<file path="config.mk">
export PLATFORM = sky130hd
export DESIGN_NAME = video_timing_gen
export DESIGN_NICKNAME = d
export VERILOG_FILES = /design/src/rtl/video_timing_gen.sv
export SDC_FILE = /design/constraint.sdc
export NUM_CORES = 1
export LEC_CHECK = 0
export ABC_CLOCK_PERIOD_IN_PS = 3200
export BUFFER_PORTS_ARGS = -buffer_cell sky130_fd_sc_hd__buf_2
export CAP_MARGIN = 30
export CORE_ASPECT_RATIO = 0.75
export CORE_MARGIN = 2
export CORE_UTILIZATION = 56
export CTS_CLUSTER_DIAMETER = 100
export DETAILED_ROUTE_END_ITERATION = 16
export PLACE_DENSITY = 0.77
export SETUP_SLACK_MARGIN = 0.15
export SYNTH_ARGS = -nofsm -noshare
export SYNTH_HDL_FRONTEND = slang
export SYNTH_SLANG_ARGS = --single-unit
</file>
<file path="constraint.sdc">
create_clock -name video_clk -period 3.2 [get_ports video_clk]
set_clock_uncertainty 0.1 [all_clocks]
set_input_delay 0 -clock video_clk [delete_from_list [all_inputs] [get_ports video_clk]]
set_output_delay 0 -clock video_clk [all_outputs]
set_load 0.02 [all_outputs]
</file>
<file path="src/rtl/video_timing_gen.sv">
// ---------------------------------------------------------------------------
// video_timing_gen
//
// Raster timing generator for the pixel-clock domain. It walks a horizontal
// counter (hcnt) and vertical counter (vcnt) across the full blanked raster.
// From those counters it produces sync, data-enable and pixel coordinates for
// the TMDS output path. It also issues one line-fetch request per active line
// to the memory-side line buffer. A late acknowledge sets a sticky underflow
// flag.
//
// Ports
//   video_clk     in   pixel clock (single clock domain)
//   reset_n       in   synchronous, active-low reset
//   hsync         out  horizontal sync, active level HS_POL
//   vsync         out  vertical sync, active level VS_POL, line aligned
//   de            out  data enable, high for active pixels
//   pixel_x       out  column of current pixel, 0 when de is low
//   pixel_y       out  row of current pixel, 0 when de is low
//   frame_start   out  one-cycle pulse with de for pixel (0,0)
//   line_req      out  line-fetch request level, held until acknowledged
//   line_req_num  out  line number being requested, stable while line_req
//   line_ack      in   memory side accepted the outstanding request
//   underflow     out  sticky: a line fetch was not acknowledged in time
//
// Every output is registered from the counter state. As a result, all
// outputs lag the counters by exactly one cycle and stay aligned with one
// another.
// ---------------------------------------------------------------------------
module video_timing_gen #(
   parameter int H_ACTIVE = 1280,
   parameter int H_FP     = 110,
   parameter int H_SYNC   = 40,
   parameter int H_BP     = 220,
   parameter int V_ACTIVE = 720,
   parameter int V_FP     = 5,
   parameter int V_SYNC   = 5,
   parameter int V_BP     = 20,
   parameter bit HS_POL   = 1'b1,
   parameter bit VS_POL   = 1'b1
) (
   input  logic        video_clk,
   input  logic        reset_n,
   output logic        hsync,
   output logic        vsync,
   output logic        de,
   output logic [11:0] pixel_x,
   output logic [11:0] pixel_y,
   output logic        frame_start,
   output logic        line_req,
   output logic [11:0] line_req_num,
   input  logic        line_ack,
   output logic        underflow
);

   localparam int CW      = 12;
   localparam int H_TOTAL = H_ACTIVE + H_FP + H_SYNC + H_BP;
   localparam int V_TOTAL = V_ACTIVE + V_FP + V_SYNC + V_BP;

   localparam logic [CW-1:0] H_ACT_C  = CW'(H_ACTIVE);
   localparam logic [CW-1:0] H_SYN_S  = CW'(H_ACTIVE + H_FP);
   localparam logic [CW-1:0] H_SYN_E  = CW'(H_ACTIVE + H_FP + H_SYNC);
   localparam logic [CW-1:0] H_LAST_C = CW'(H_TOTAL - 1);
   localparam logic [CW-1:0] V_ACT_C  = CW'(V_ACTIVE);
   localparam logic [CW-1:0] V_SYN_S  = CW'(V_ACTIVE + V_FP);
   localparam logic [CW-1:0] V_SYN_E  = CW'(V_ACTIVE + V_FP + V_SYNC);
   localparam logic [CW-1:0] V_LAST_C = CW'(V_TOTAL - 1);

   // Counter state
   logic [CW-1:0] hcnt_q, hcnt_d;
   logic [CW-1:0] vcnt_q, vcnt_d;

   // Registered outputs
   logic          hsync_q, hsync_d;
   logic          vsync_q, vsync_d;
   logic          de_q, de_d;
   logic [CW-1:0] pixel_x_q, pixel_x_d;
   logic [CW-1:0] pixel_y_q, pixel_y_d;
   logic          frame_start_q, frame_start_d;
   logic          line_req_q, line_req_d;
   logic [CW-1:0] line_req_num_q, line_req_num_d;
   logic          underflow_q, underflow_d;

   // Decode helpers
   logic [CW-1:0] next_line;
   logic          h_act, v_act;
   logic          req_point;
   logic          deadline_miss;

   // Raster counters
   always_comb begin
      hcnt_d = hcnt_q + 1'b1;
      vcnt_d = vcnt_q;
      if (hcnt_q == H_LAST_C) begin
         hcnt_d = '0;
         vcnt_d = next_line;
      end
   end

   assign next_line = (vcnt_q == V_LAST_C) ? '0 : vcnt_q + 1'b1;

   // Raster decode
   always_comb begin
      h_act         = (hcnt_q < H_ACT_C);
      v_act         = (vcnt_q < V_ACT_C);
      de_d          = h_act && v_act;
      pixel_x_d     = de_d ? hcnt_q : '0;
      pixel_y_d     = de_d ? vcnt_q : '0;
      hsync_d       = ((hcnt_q >= H_SYN_S) && (hcnt_q < H_SYN_E)) ? HS_POL : ~HS_POL;
      // vcnt only moves when hcnt wraps, so vsync edges land on line starts.
      vsync_d       = ((vcnt_q >= V_SYN_S) && (vcnt_q < V_SYN_E)) ? VS_POL : ~VS_POL;
      frame_start_d = (hcnt_q == '0) && (vcnt_q == '0);
   end

   // Line-fetch handshake and underflow detection
   always_comb begin
      // Request at the end of active video, for the line that comes next,
      // only when that next line is itself an active line.
      req_point = (hcnt_q == H_ACT_C) && (next_line < V_ACT_C);
      // The line we asked for is starting and the fetch is still outstanding.
      // After reset line_req_q is low, so the first line of the first frame
      // never trips this.
      deadline_miss = (hcnt_q == '0) && v_act && line_req_q &&
                      (line_req_num_q == vcnt_q);

      line_req_d     = line_req_q;
      line_req_num_d = line_req_num_q;
      underflow_d    = underflow_q;

      if (line_req_q && line_ack) begin
         line_req_d = 1'b0;
      end
      // A new request overrides a same-cycle acknowledge. The stale request
      // is abandoned and the underflow is flagged.
      if (req_point) begin
         line_req_d     = 1'b1;
         line_req_num_d = next_line;
         if (line_req_q) begin
            underflow_d = 1'b1;
         end
      end
      if (deadline_miss) begin
         underflow_d = 1'b1;
      end
   end

   always_ff @(posedge video_clk) begin
      if (!reset_n) begin
         hcnt_q         <= '0;
         vcnt_q         <= '0;
         hsync_q        <= ~HS_POL;
         vsync_q        <= ~VS_POL;
         de_q           <= 1'b0;
         pixel_x_q      <= '0;
         pixel_y_q      <= '0;
         frame_start_q  <= 1'b0;
         line_req_q     <= 1'b0;
         line_req_num_q <= '0;
         underflow_q    <= 1'b0;
      end else begin
         hcnt_q         <= hcnt_d;
         vcnt_q         <= vcnt_d;
         hsync_q        <= hsync_d;
         vsync_q        <= vsync_d;
         de_q           <= de_d;
         pixel_x_q      <= pixel_x_d;
         pixel_y_q      <= pixel_y_d;
         frame_start_q  <= frame_start_d;
         line_req_q     <= line_req_d;
         line_req_num_q <= line_req_num_d;
         underflow_q    <= underflow_d;
      end
   end

   assign hsync        = hsync_q;
   assign vsync        = vsync_q;
   assign de           = de_q;
   assign pixel_x      = pixel_x_q;
   assign pixel_y      = pixel_y_q;
   assign frame_start  = frame_start_q;
   assign line_req     = line_req_q;
   assign line_req_num = line_req_num_q;
   assign underflow    = underflow_q;

endmodule

</file>
; Word level (Yosys, flattened, before mapping)
; Index checks and enable logic that the tools add are counted.
; W data, S select, Z words.
[word_totals]
output_inout_bits = 42
reg_bits = 66
[op_classes]
reduce_logical = 17
n_bitwise = 1
addsub = 2
n_eq_ne = 4
n_lt_le_gt_ge = 7
muxes = 8
[op_table]
columns = op, count
row1 = $lt A12 B10 Y1 const B, 3
row2 = $add A12 B1 Y12 const B, 2
row3 = $eq A12 B11 Y1 const B, 2
row4 = $logic_not A12 Y1, 2
row5 = $lt A12 B11 Y1 const B, 2
row6 = $eq A12 B10 Y1 const B, 1
row7 = $eq A12 B12 Y1, 1
row8 = $ge A12 B10 Y1 const B, 1
row9 = $ge A12 B11 Y1 const B, 1
row10 = $mux W12, 1
row11 = $logic_and A1 B1 Y1, 9
row12 = $mux W1, 7
row13 = $reduce_bool A2 Y1, 3
row14 = $reduce_and A2 Y1, 2
row15 = $reduce_or A2 Y1, 1
row16 = $not A1 Y1, 1

; Longest topological paths before layout
[logic_depth]
depth_word = 6
ltp_mapped = 10
ltp_nobuf = 8

; Least setup slack after synthesis
; OpenSTA, ideal clock, no wires.
[synth_timing]
path_kind = flip-flop to flip-flop
start = register vcnt_q[1]
end = register line_req_num_q[1], in the netlist line_req_num[1]
slack_ns = 0.824
period_less_slack_ns = 2.376
path_stages_with_launch = 11
required_ns = 2.981
t_arrival_ns = 2.157
setup_ns = 0.119
cell_sequence = dfxtp_1 > buf_4 > inv_1 > ha_1 > nor4b_4 > nand4_1 > a311o_1 > nor3b_1 > a211o_1 > buf_6 > mux2i_1
[synth_between]
elab_chain_cells = 4
[synth_lines]
columns = element, line
row1 = start: declaration, 70  ; logic [CW-1:0] vcnt_q, vcnt_d;
row2 = start signal: assignment, 161  ; vcnt_q <= vcnt_d;
row3 = $add A12 B1 Y12 or $eq A12 B10 Y1 (tied branches), 99  ; assign next_line = (vcnt_q == V_LAST_C) ? '0 : vcnt_q + 1'b1;
row4 = $mux W12 *, 99
row5 = $lt A12 B10 Y1, 118  ; req_point = (hcnt_q == H_ACT_C) && (next_line < V_ACT_C);
row6 = $logic_and A1 B1 Y1, 118
row7 = end signal: assignment, 169  ; line_req_num_q <= line_req_num_d;
row8 = end: declaration, 80  ; logic [CW-1:0] line_req_num_q, line_req_num_d;
; Mark *: on every way between the ends. The rest lies on a longest branch, timed or not.
; A chain may end at the register's enable or synchronous reset.

; Worst setup path in the final report
[layout_timing]
start = register vcnt_q[0]
end = register line_req_num_q[11], in the netlist line_req_num[11]
; Same word-level chain as after synthesis.

==> results.yml <==
outcome:
  status: "complete, no violations"
floorplanning:
  fp.dieW_microns: 88.8
  io-pin-count: 45
  fp-row-count: 23
  die_height_microns: 67.6
  start_util: 0.574
  coreArea_sq_um: 5270
  dieArea_sq_um: 6000
synthesis:
  ys_top_cells_by_count: "dfxtp_1 (66), nor2_1 (34), nand2_1 (25)"
  synth_fa_ha_area_frac: 0.0290
  synth_top_family_by_area: "simple AND/OR/NAND/NOR gates"
  yosys.area.top_type: "dfxtp_1"
  synth_edf_count: 0
  synthMuxAreaShare: 0.0435
  async_reset_ff_frac: 0
  yosys.area_share.simple: 0.271
  ys_ff_latch: 66
  yosysSeqAreaShare: 0.437
  synthXorXnorAreaFrac: 0.0899
  synth_top_area_frac: 0.437
  syn_avg_cell_area_sq_um: 8.91
  synth_compound_area_frac: 0.0779
  ys_warn_count: 0
  netlist_instances: 339
  synthTopCellsByArea: "dfxtp_1 (44%), and2_1 (4.8%), xnor2_1 (4.6%)"
  yosysMostFrequentCell: "dfxtp_1"
  ys.flop_type: "dfxtp_1"
  synthDistinctLibCells: 51
  syn_area_sq_um: 3020
setup_path:
  endpoint_kind: "register"
  worst-r2r-cell-count: 6
  crit_end: "line_req_num[11]"
  path_class: "reg2reg"
  cp_data_arrival_time_ps: 2830
  reg2reg_from: "vcnt_q[0]"
  ff2ff_setup_slack_ps: 500
  r2r_end: "line_req_num[11]"
  cp.depth: 6
  crit_path_start_kind: "register"
  crit_family: "compound AO/OA/AOI/OAI gates"
  cp_slowest_cell: "dfxtp_1"
  cp.buffers_inverters: 0
  required_ps: 3340
  crit_start: "vcnt_q[0]"
  cp_max_fo: 13
  max_stage_delay_ps: 550
  worstPathCellList: "ha_1 > nand4_1 > a311o_1 > nor3b_1 > a211o_2 > and3_1"
placement:
  place_congestion: 0.929
  dpl.hpwl_mm: 4.47
  portBuffers: 44
global_routing:
  first_global_vias: 2102
  grt_pass1_wl_mm: 10.3
  antenna_found_initial: 0
  grt_max_degree: 28
  overflow: 0
  grt.total_usage: 0.229
sta:
  hold_viol_final: 0
  rsz0062_at_grt: "no"
  max_slew_margin: 0.583
  fin_crit_ps: 2700
  setup_tns_ps: 0
  setup_violations: 0
  max_freq_ghz: 0.371
  slew_viol_final: 0
  period_share: 0.843
  tightest_slew_ps: 625
  whs_ps: 16.5
clock_tree:
  post-cts-setup-buffers: 0
  cts_buffers: 9
  insertion_delay_ps: 340
  cts_tree: "done"
  clk_path_buf_depth: 2
  cts_root_buf: "clkbuf_8"
  clock-sinks: 66
  clk_pin_slew_worst_paths_ps: 70
  cts_max_level: 3
finish:
  multiInputGateArea_sq_um: 1560
  area_growth_pct: 14.9
  final_nets: 387
  drive_gt1_frac: 0.191
  diodes: 0
  seqCellArea_sq_um: 1320
  fillers: 446
detailed_routing:
  wl_per_cell_microns: 13.9
  remaining_drc_errors: 0
  postRouteAntennaNets: 0
  avgViaCountPerCell: 5.32
  num_vias: 2429
  dr.pass1.iters: 4
  drt_iter0_markers: 275
  totalWireLength_mm: 6.37
min_path:
  min-delay-path-class: "in2reg"
  min_path_cells: 3
pwr:
  leakagePower_nw: 1.52
  powerDensity_nw_per_um2: 456
  power_mw: 1.58
  ir_drop_mv: 0.279
flow_run:
  maxCapViolCount: 0
## report_power, final
group / internal, mW / switching, mW
logic: 0.0158 / 0.0330
registers: 0.830 / 0.00725
clock network: 0.364 / 0.333
total: 1.21 / 0.373
## logic make-up (layout without fill, tap and decap cells)
logic type	count (synthesis)	after routing
xor+xnor	31	31
flops	66	66
compound gates	37	37
mux	13	13
other cells	1	3
simple gates	151	151
buf+inv	33	74
fa+ha+maj	7	7
## worst min path at each step
stage | slack (ps) | startpoint | end
2_1_floorplan | 80 | line_ack | line_req
6_report | 20 | reset_n | hsync
3_5_place_dp | 170 | line_ack | line_req
4_1_cts | 9 | reset_n | hsync
3_3_place_gp | 160 | line_ack | line_req
5_1_grt | 50 | reset_n | vcnt_q[4]
## layout by cell type (no fill, tap or decap), drive strengths merged, types with 3 or more instances in the layout
| cell | n |
|---|---|
| nor3 | 8 |
| nand2b | 3 |
| xnor2 | 16 |
| nand2 | 25 |
| and3 | 7 |
| nor3b | 3 |
| xor2 | 15 |
| nor2b | 3 |
| a21oi | 16 |
| mux2i | 12 |
| buf | 49 |
| nand4 | 7 |
| inv | 10 |
| dfxtp | 66 |
| or4 | 3 |
| nand3 | 17 |
| conb | 3 |
| o21ai | 7 |
| nor2 | 34 |
| and2 | 23 |
| ha | 7 |
| nor4 | 7 |
| clkbuf | 9 |
## timing repair
item,CTS,global route
endpoints found under the setup margin,0,5
resized for setup,0,1
hold buffers,1,0
hold endpoints to repair,1,0
## layout make-up
cell class	count	area share
clock buffer	9	0.0357
clock inverter	7	0.0220
inverter	8	0.00865
multi-input combinational	242	0.449
sequential	66	0.381
tap	75	0.0270
timing repair buffer	50	0.0771
## sequential cells by signal, indices dropped and copies added (netlist names)
| register | cells |
|---|---|
| vcnt_q | 12 |
| frame_start | 1 |
| vsync | 1 |
| hsync | 1 |
| line_req_num | 12 |
| de | 1 |
| pixel_y | 12 |
| hcnt_q | 12 |
| underflow | 1 |
| line_req | 1 |
| pixel_x | 12 |
## routing by layer
layer	up-vias	track usage	part of all wire
li1	1229	-	-
met1	1086	0.344	0.50
met2	108	0.311	0.40
met3	6	0.0587	0.089
met4	0	0.0871	0.0086
met5	-	0	0
## through the flow
step	util	area [sq um]	instances	worst slack, ps
6_report	0.659	3470	457	502
4_1_cts	0.659	3470	457	330
2_1_floorplan	-	3030	341	824
3_5_place_dp	0.619	3260	440	354
3_3_place_gp	0.619	3260	440	541
5_1_grt	0.659	3470	457	317
## worst reg2reg max path, cell delays in order, from the launching register on
cell and delay, ps:
dfxtp_1 550, ha_1 340, nand4_1 280, a311o_1 440, nor3b_1 170, a211o_2 490
and3_1 230
No activity file was read; power rests on OpenSTA's default activity.
